### src/rtl/lap_stack_ctrl.sv
// Lap-stack sequencer: turns lap/recall/clear strobes into single push/pop pulses
// for the lap LIFO, tracks occupancy and latches the recalled lap for display.
module lap_stack_ctrl #(
    parameter int DEPTH = 5,
    parameter int WIDTH = 12,
    parameter int LVL_W = 3
) (
    input  logic             clk,
    input  logic             nrst,
    input  logic             lap_req,
    input  logic             recall_req,
    input  logic             clear_req,
    input  logic [WIDTH-1:0] count_in,
    input  logic [WIDTH-1:0] mem_rdata,
    output logic             mem_write,
    output logic             mem_read,
    output logic [WIDTH-1:0] mem_wdata,
    output logic [WIDTH-1:0] shown,
    output logic             shown_valid,
    output logic [LVL_W-1:0] level,
    output logic             full,
    output logic             empty,
    output logic             busy,
    output logic             drop
);

    typedef enum logic [1:0] {IDLE, PUSH, POP, DRAIN} state_t;

    state_t           state_q, state_d;
    logic             mem_write_q, mem_write_d;
    logic             mem_read_q, mem_read_d;
    logic [WIDTH-1:0] mem_wdata_q, mem_wdata_d;
    logic [WIDTH-1:0] shown_q, shown_d;
    logic             shown_valid_q, shown_valid_d;
    logic [LVL_W-1:0] level_q, level_d;
    logic             busy_q, busy_d;
    logic             drop_q, drop_d;
    logic             is_full, is_empty;

    assign is_full  = (level_q == LVL_W'(DEPTH));
    assign is_empty = (level_q == '0);

    always_comb begin
        state_d       = IDLE;
        mem_write_d   = 1'b0;
        mem_read_d    = 1'b0;
        mem_wdata_d   = mem_wdata_q;
        shown_d       = shown_q;
        shown_valid_d = shown_valid_q;
        level_d       = level_q;
        busy_d        = 1'b0;
        drop_d        = 1'b0;

        // The pop completes first so a clear accepted on the same edge still wins.
        if (state_q == POP) begin
            shown_d       = mem_rdata;
            shown_valid_d = 1'b1;
        end

        if (state_q == DRAIN) begin
            drop_d = lap_req | recall_req | clear_req;
            if (level_q <= LVL_W'(1)) begin
                level_d = '0;
                state_d = IDLE;
            end else begin
                level_d    = level_q - LVL_W'(1);
                state_d    = DRAIN;
                mem_read_d = 1'b1;
                busy_d     = 1'b1;
            end
        end else if (clear_req) begin
            shown_d       = '0;
            shown_valid_d = 1'b0;
            if (!is_empty) begin
                state_d    = DRAIN;
                mem_read_d = 1'b1;
                busy_d     = 1'b1;
            end
        end else if (recall_req) begin
            if (is_empty) begin
                drop_d = 1'b1;
            end else begin
                state_d    = POP;
                level_d    = level_q - LVL_W'(1);
                mem_read_d = 1'b1;
            end
        end else if (lap_req) begin
            if (is_full) begin
                drop_d = 1'b1;
            end else begin
                state_d     = PUSH;
                level_d     = level_q + LVL_W'(1);
                mem_write_d = 1'b1;
                mem_wdata_d = count_in;
            end
        end
    end

    always_ff @(posedge clk or negedge nrst) begin
        if (!nrst) begin
            state_q       <= IDLE;
            mem_write_q   <= 1'b0;
            mem_read_q    <= 1'b0;
            mem_wdata_q   <= '0;
            shown_q       <= '0;
            shown_valid_q <= 1'b0;
            level_q       <= '0;
            busy_q        <= 1'b0;
            drop_q        <= 1'b0;
        end else begin
            state_q       <= state_d;
            mem_write_q   <= mem_write_d;
            mem_read_q    <= mem_read_d;
            mem_wdata_q   <= mem_wdata_d;
            shown_q       <= shown_d;
            shown_valid_q <= shown_valid_d;
            level_q       <= level_d;
            busy_q        <= busy_d;
            drop_q        <= drop_d;
        end
    end

    assign mem_write   = mem_write_q;
    assign mem_read    = mem_read_q;
    assign mem_wdata   = mem_wdata_q;
    assign shown       = shown_q;
    assign shown_valid = shown_valid_q;
    assign level       = level_q;
    assign full        = is_full;
    assign empty       = is_empty;
    assign busy        = busy_q;
    assign drop        = drop_q;

endmodule

### config.mk
export PLATFORM = sky130hd
export DESIGN_NAME = lap_stack_ctrl
export DESIGN_NICKNAME = d
export VERILOG_FILES = /design/src/rtl/lap_stack_ctrl.sv
export SDC_FILE = /design/constraint.sdc
export NUM_CORES = 1
export LEC_CHECK = 0
export ABC_AREA = 1
export CORE_ASPECT_RATIO = 1.75
export CORE_UTILIZATION = 42
export CTS_CLUSTER_SIZE = 40
export DETAILED_ROUTE_END_ITERATION = 10
export HOLD_SLACK_MARGIN = 0.05
export PLACE_DENSITY = 0.79
export SLEW_MARGIN = 20
export SYNTH_ARGS = -nofsm -noshare
export SYNTH_HDL_FRONTEND = slang
export SYNTH_SLANG_ARGS = --single-unit
export TNS_END_PERCENT = 20
### constraint.sdc
create_clock -name clk -period 1.5 [get_ports clk]
set_input_delay 0.225 -clock clk [delete_from_list [all_inputs] [get_ports clk]]
set_output_delay 0.225 -clock clk [all_outputs]
set_load 0.01 [all_outputs]
==> flow_results.org <==
** Drt
- Number of design-rule violations left by the first detailed-router iteration :: 24
- Across all layers, the routed design uses 1408 vias.
- In this run the remaining antenna-violating nets after routing total 0.
- Routed wire length :: 3728 um
- First-pass iteration count of the detailed router :: 4
- DRC violations left :: 0
- Using the TritonRoute via totals, the vias-per-cell ratio works out to 4.616.
- Average wire per cell in the routed design :: 12.22 um

** Worst setup path
- Largest fanout on the critical path :: 3
- The worst register-to-register path begins at level[0]$_DFFE_PN0P_.
- At the worst endpoint, the required time is 1.27 ns.
- STA puts the critical path data arrival time at 1.22 ns.
- Startpoint-to-endpoint class of the critical path :: reg2out
- Source of the critical timing path :: level[1]$_DFFE_PN0P_
- The worst setup path is launched from a flip-flop.
- The worst setup path is captured at an output port.

** Hold path
- Kind of path behind the tightest hold check :: in2async

** Cells and area
- In the final layout, the share of cells above drive strength 1 is 0.1885.
- Total inserted antenna cells :: 0
- P&R area growth vs syn :: 60.21%
- After routing the design area is 0.002464 mm^2.
- Core utilization of the finished layout :: 0.7176
- At the end of the flow, the number of nets in the layout was 292.

** Pwr
- Tot Pwr :: 4947 uW
- In this run the static leakage power is 0.001209 uW.
- Pwr dens :: 2008 mW/mm^2
- Worst IR drop on VDD :: 1.477 mV

** Yosys
- For this run, the number of Yosys warnings is 0.
- Synthesized area per cell :: 8.591 um^2
- Synthesized cell area :: 0.001538 mm^2
- Synth unique cells :: 19
- After synthesis the netlist holds a flip-flop and latch count of 33.
- Synthesis produced a netlist with a net count of 212.
- Proportion of synthesized chip area in sequential cells :: 0.5370
- In this run, synthesis inferred 0 flip-flops with an integrated enable.
- Ys flop type :: sky130_fd_sc_hd__dfrtp_1
- Synthesis produced 179 cells.
- In the synthesized netlist the async set-or-reset flop fraction comes to 1.000.

** Floorplan
- The die covers 0.003917 mm^2.
- The floorplan has 28 rows.
- Die W :: 47.74 um
- Height of the chip :: 82.05 um
- Initial core utilization :: 0.4479
- I/O pin cnt :: 63
- The core region is 0.003433 mm^2.

** CTS
- Clock transition time at the flip-flop clock pins of the worst setup and hold paths :: 0.07 ns
- In this run the deepest clock path goes through 2 buffers.
- TritonCTS clock tree :: built
- Hold buffer count at CTS :: 0
- TritonCTS created 5 clock buffers.
- Worst-Skew Late Latency :: 0.28 ns
- The H-tree was split into 2 levels.
- CTS root buffer :: sky130_fd_sc_hd__clkbuf_8
- Counting every sink on the clock net gives 33.

** Timing
- Unrepaired setup endpoints after global routing :: yes
- Minimum clock period after layout :: 1.442 ns
- Share of the clock period used by the worst path :: 0.9616
- The number of failing hold endpoints at the final stage came to 0.
- The max-slew violation count was 0.
- At the pin with the least slew margin, the transition time is 0.3731 ns.
- Timing-limited maximum frequency :: 693.3 MHz
- Endpoints failing setup :: 0
- Post-route clock skew :: 0.008489 ns
- Max-slew headroom at the worst pin :: 0.7510

** Global routing
- Combined global-route utilization of all metal layers :: 0.2169
- Total congestion overflow after global routing :: 0
- First-pass GRT wire length :: 5871 um
- The number of antenna violations at the first check in global routing came to 0.
- Entering global routing, the biggest net connects 34 pins.
- Via count of the first global-routing pass :: 1386

** Placement
- Routability congestion estimate :: 0.7864
- Summing all placed instances gives a cell area of 0.002320 mm^2.
- Buffers placed on the I/O ports in this run total 62.
- Final HPWL DP :: 2775 um

** Run
- Max-cap violations in this run came to 0.

** Outcome
- The flow ran to the end, and the final reports show no timing, DRC or antenna violations.
-- sequential cells by signal, summed over array words and instances, names as in the netlist --
register     count
state_q          1
mem_read         1
shown           12
level            3
drop             1
mem_wdata       12
mem_write        1
shown_valid      1
busy             1
-- area by class of cell --
type,count,area (um^2)
Clock buffer,7,86.33
Clock inverter,1,30.03
Fill cell,282,969.7
Inverter,28,107.6
Multi-Input combinational cell,113,601.8
Sequential cell,33,827.0
Tap cell,45,56.30
Timing Repair Buffer,78,754.5
-- synth_stat cells (2+ instances only) --
library cell | count | area (um^2)
sky130_fd_sc_hd__nand2_1 | 35 | 131.4
sky130_fd_sc_hd__dfrtp_1 | 33 | 825.8
sky130_fd_sc_hd__nor2_1 | 31 | 116.4
sky130_fd_sc_hd__inv_1 | 26 | 97.59
sky130_fd_sc_hd__o21ai_0 | 18 | 90.09
sky130_fd_sc_hd__nand3_1 | 9 | 45.04
sky130_fd_sc_hd__o21ai_2 | 9 | 78.83
sky130_fd_sc_hd__ha_1 | 4 | 50.05
sky130_fd_sc_hd__buf_6 | 2 | 22.52
sky130_fd_sc_hd__clkbuf_1 | 2 | 7.510
sky130_fd_sc_hd__o21ai_1 | 2 | 10.01
-- worst max-delay path, stage by stage, from the launching register on --
cell and delay (ns):
sky130_fd_sc_hd__dfrtp_1 0.39, sky130_fd_sc_hd__inv_2 0.07, sky130_fd_sc_hd__ha_2 0.17, sky130_fd_sc_hd__nand2_1 0.08, sky130_fd_sc_hd__inv_2 0.09, sky130_fd_sc_hd__buf_2 0.13
-- path summary, 6_finish.rpt --
path	endpoint	slack, ns	depth (start not counted)
max in group asynchronous	mem_wdata[2]$_DFFE_PN0P_	1.02	2
worst max register to register	drop$_DFF_PN0_	0.09	10
min in group clk	mem_wdata[1]$_DFFE_PN0P_	0.50	3
worst min register to register	shown_valid$_DFF_PN0_	0.51	2
worst max-delay path	full	0.06	5
worst min-delay path	shown[5]$_DFF_PN0_	0.30	2
-- metal layers --
layer  share of wire  GRT usage  up-vias  routed length [um]
met5               0          0        -                   0
met4           0.035     0.1444        0                 130
met3           0.025    0.02418        9                  95
met2            0.58     0.3851       33                2160
met1            0.36     0.2203      656                1342
li1                -          -      710                   -
-- layout by cell type, fill, tap and decap left out, types with 6 or more instances in the layout --
cell type,count
sky130_fd_sc_hd__o21ai_2,10
sky130_fd_sc_hd__dfrtp_1,32
sky130_fd_sc_hd__nor2_1,30
sky130_fd_sc_hd__clkdlybuf4s50_1,56
sky130_fd_sc_hd__buf_4,14
sky130_fd_sc_hd__clkbuf_8,6
sky130_fd_sc_hd__nand2_1,32
sky130_fd_sc_hd__nand3_1,9
sky130_fd_sc_hd__o21ai_0,16
sky130_fd_sc_hd__inv_1,24
-- what timing repair did --
item | CTS | global route
gates resized for setup | 12 | 13
buffers inserted | 0 | 1
pin swaps | 1 | 4
setup endpoints to repair | 9 | 19
-- kinds of logic after synthesis --
logic type / synth area share
buffers and inverters: 0.09275
flip-flops: 0.5370
adder cells (fa/ha/maj): 0.03255
AND/OR/NAND/NOR: 0.2124
AO/OA/AOI/OAI: 0.1253
-- per-stage QoR --
| stage | hold slack (ns) | setup slack [ns] | instances | setup TNS [ns] |
|---|---|---|---|---|
| floorplan | -0.07059 | -0.001619 | 179 | -0.01457 |
| CTS | 0.3029 | -0.06537 | 304 | -0.06537 |
| detailed placement | 0.4881 | -0.07206 | 296 | -0.6461 |
| global route | 0.3124 | -0.03094 | 305 | -0.07792 |
| finish | 0.3010 | 0.05762 | 305 | 0 |
| global placement | 0.4967 | -0.04428 | 296 | -0.1775 |
-- power by group --
part,total [uW],switching (uW),internal [uW]
registers,1530,243,1290
clock network,840,299,541
logic,2570,1270,1300
(Power assumes the default switching activity.)
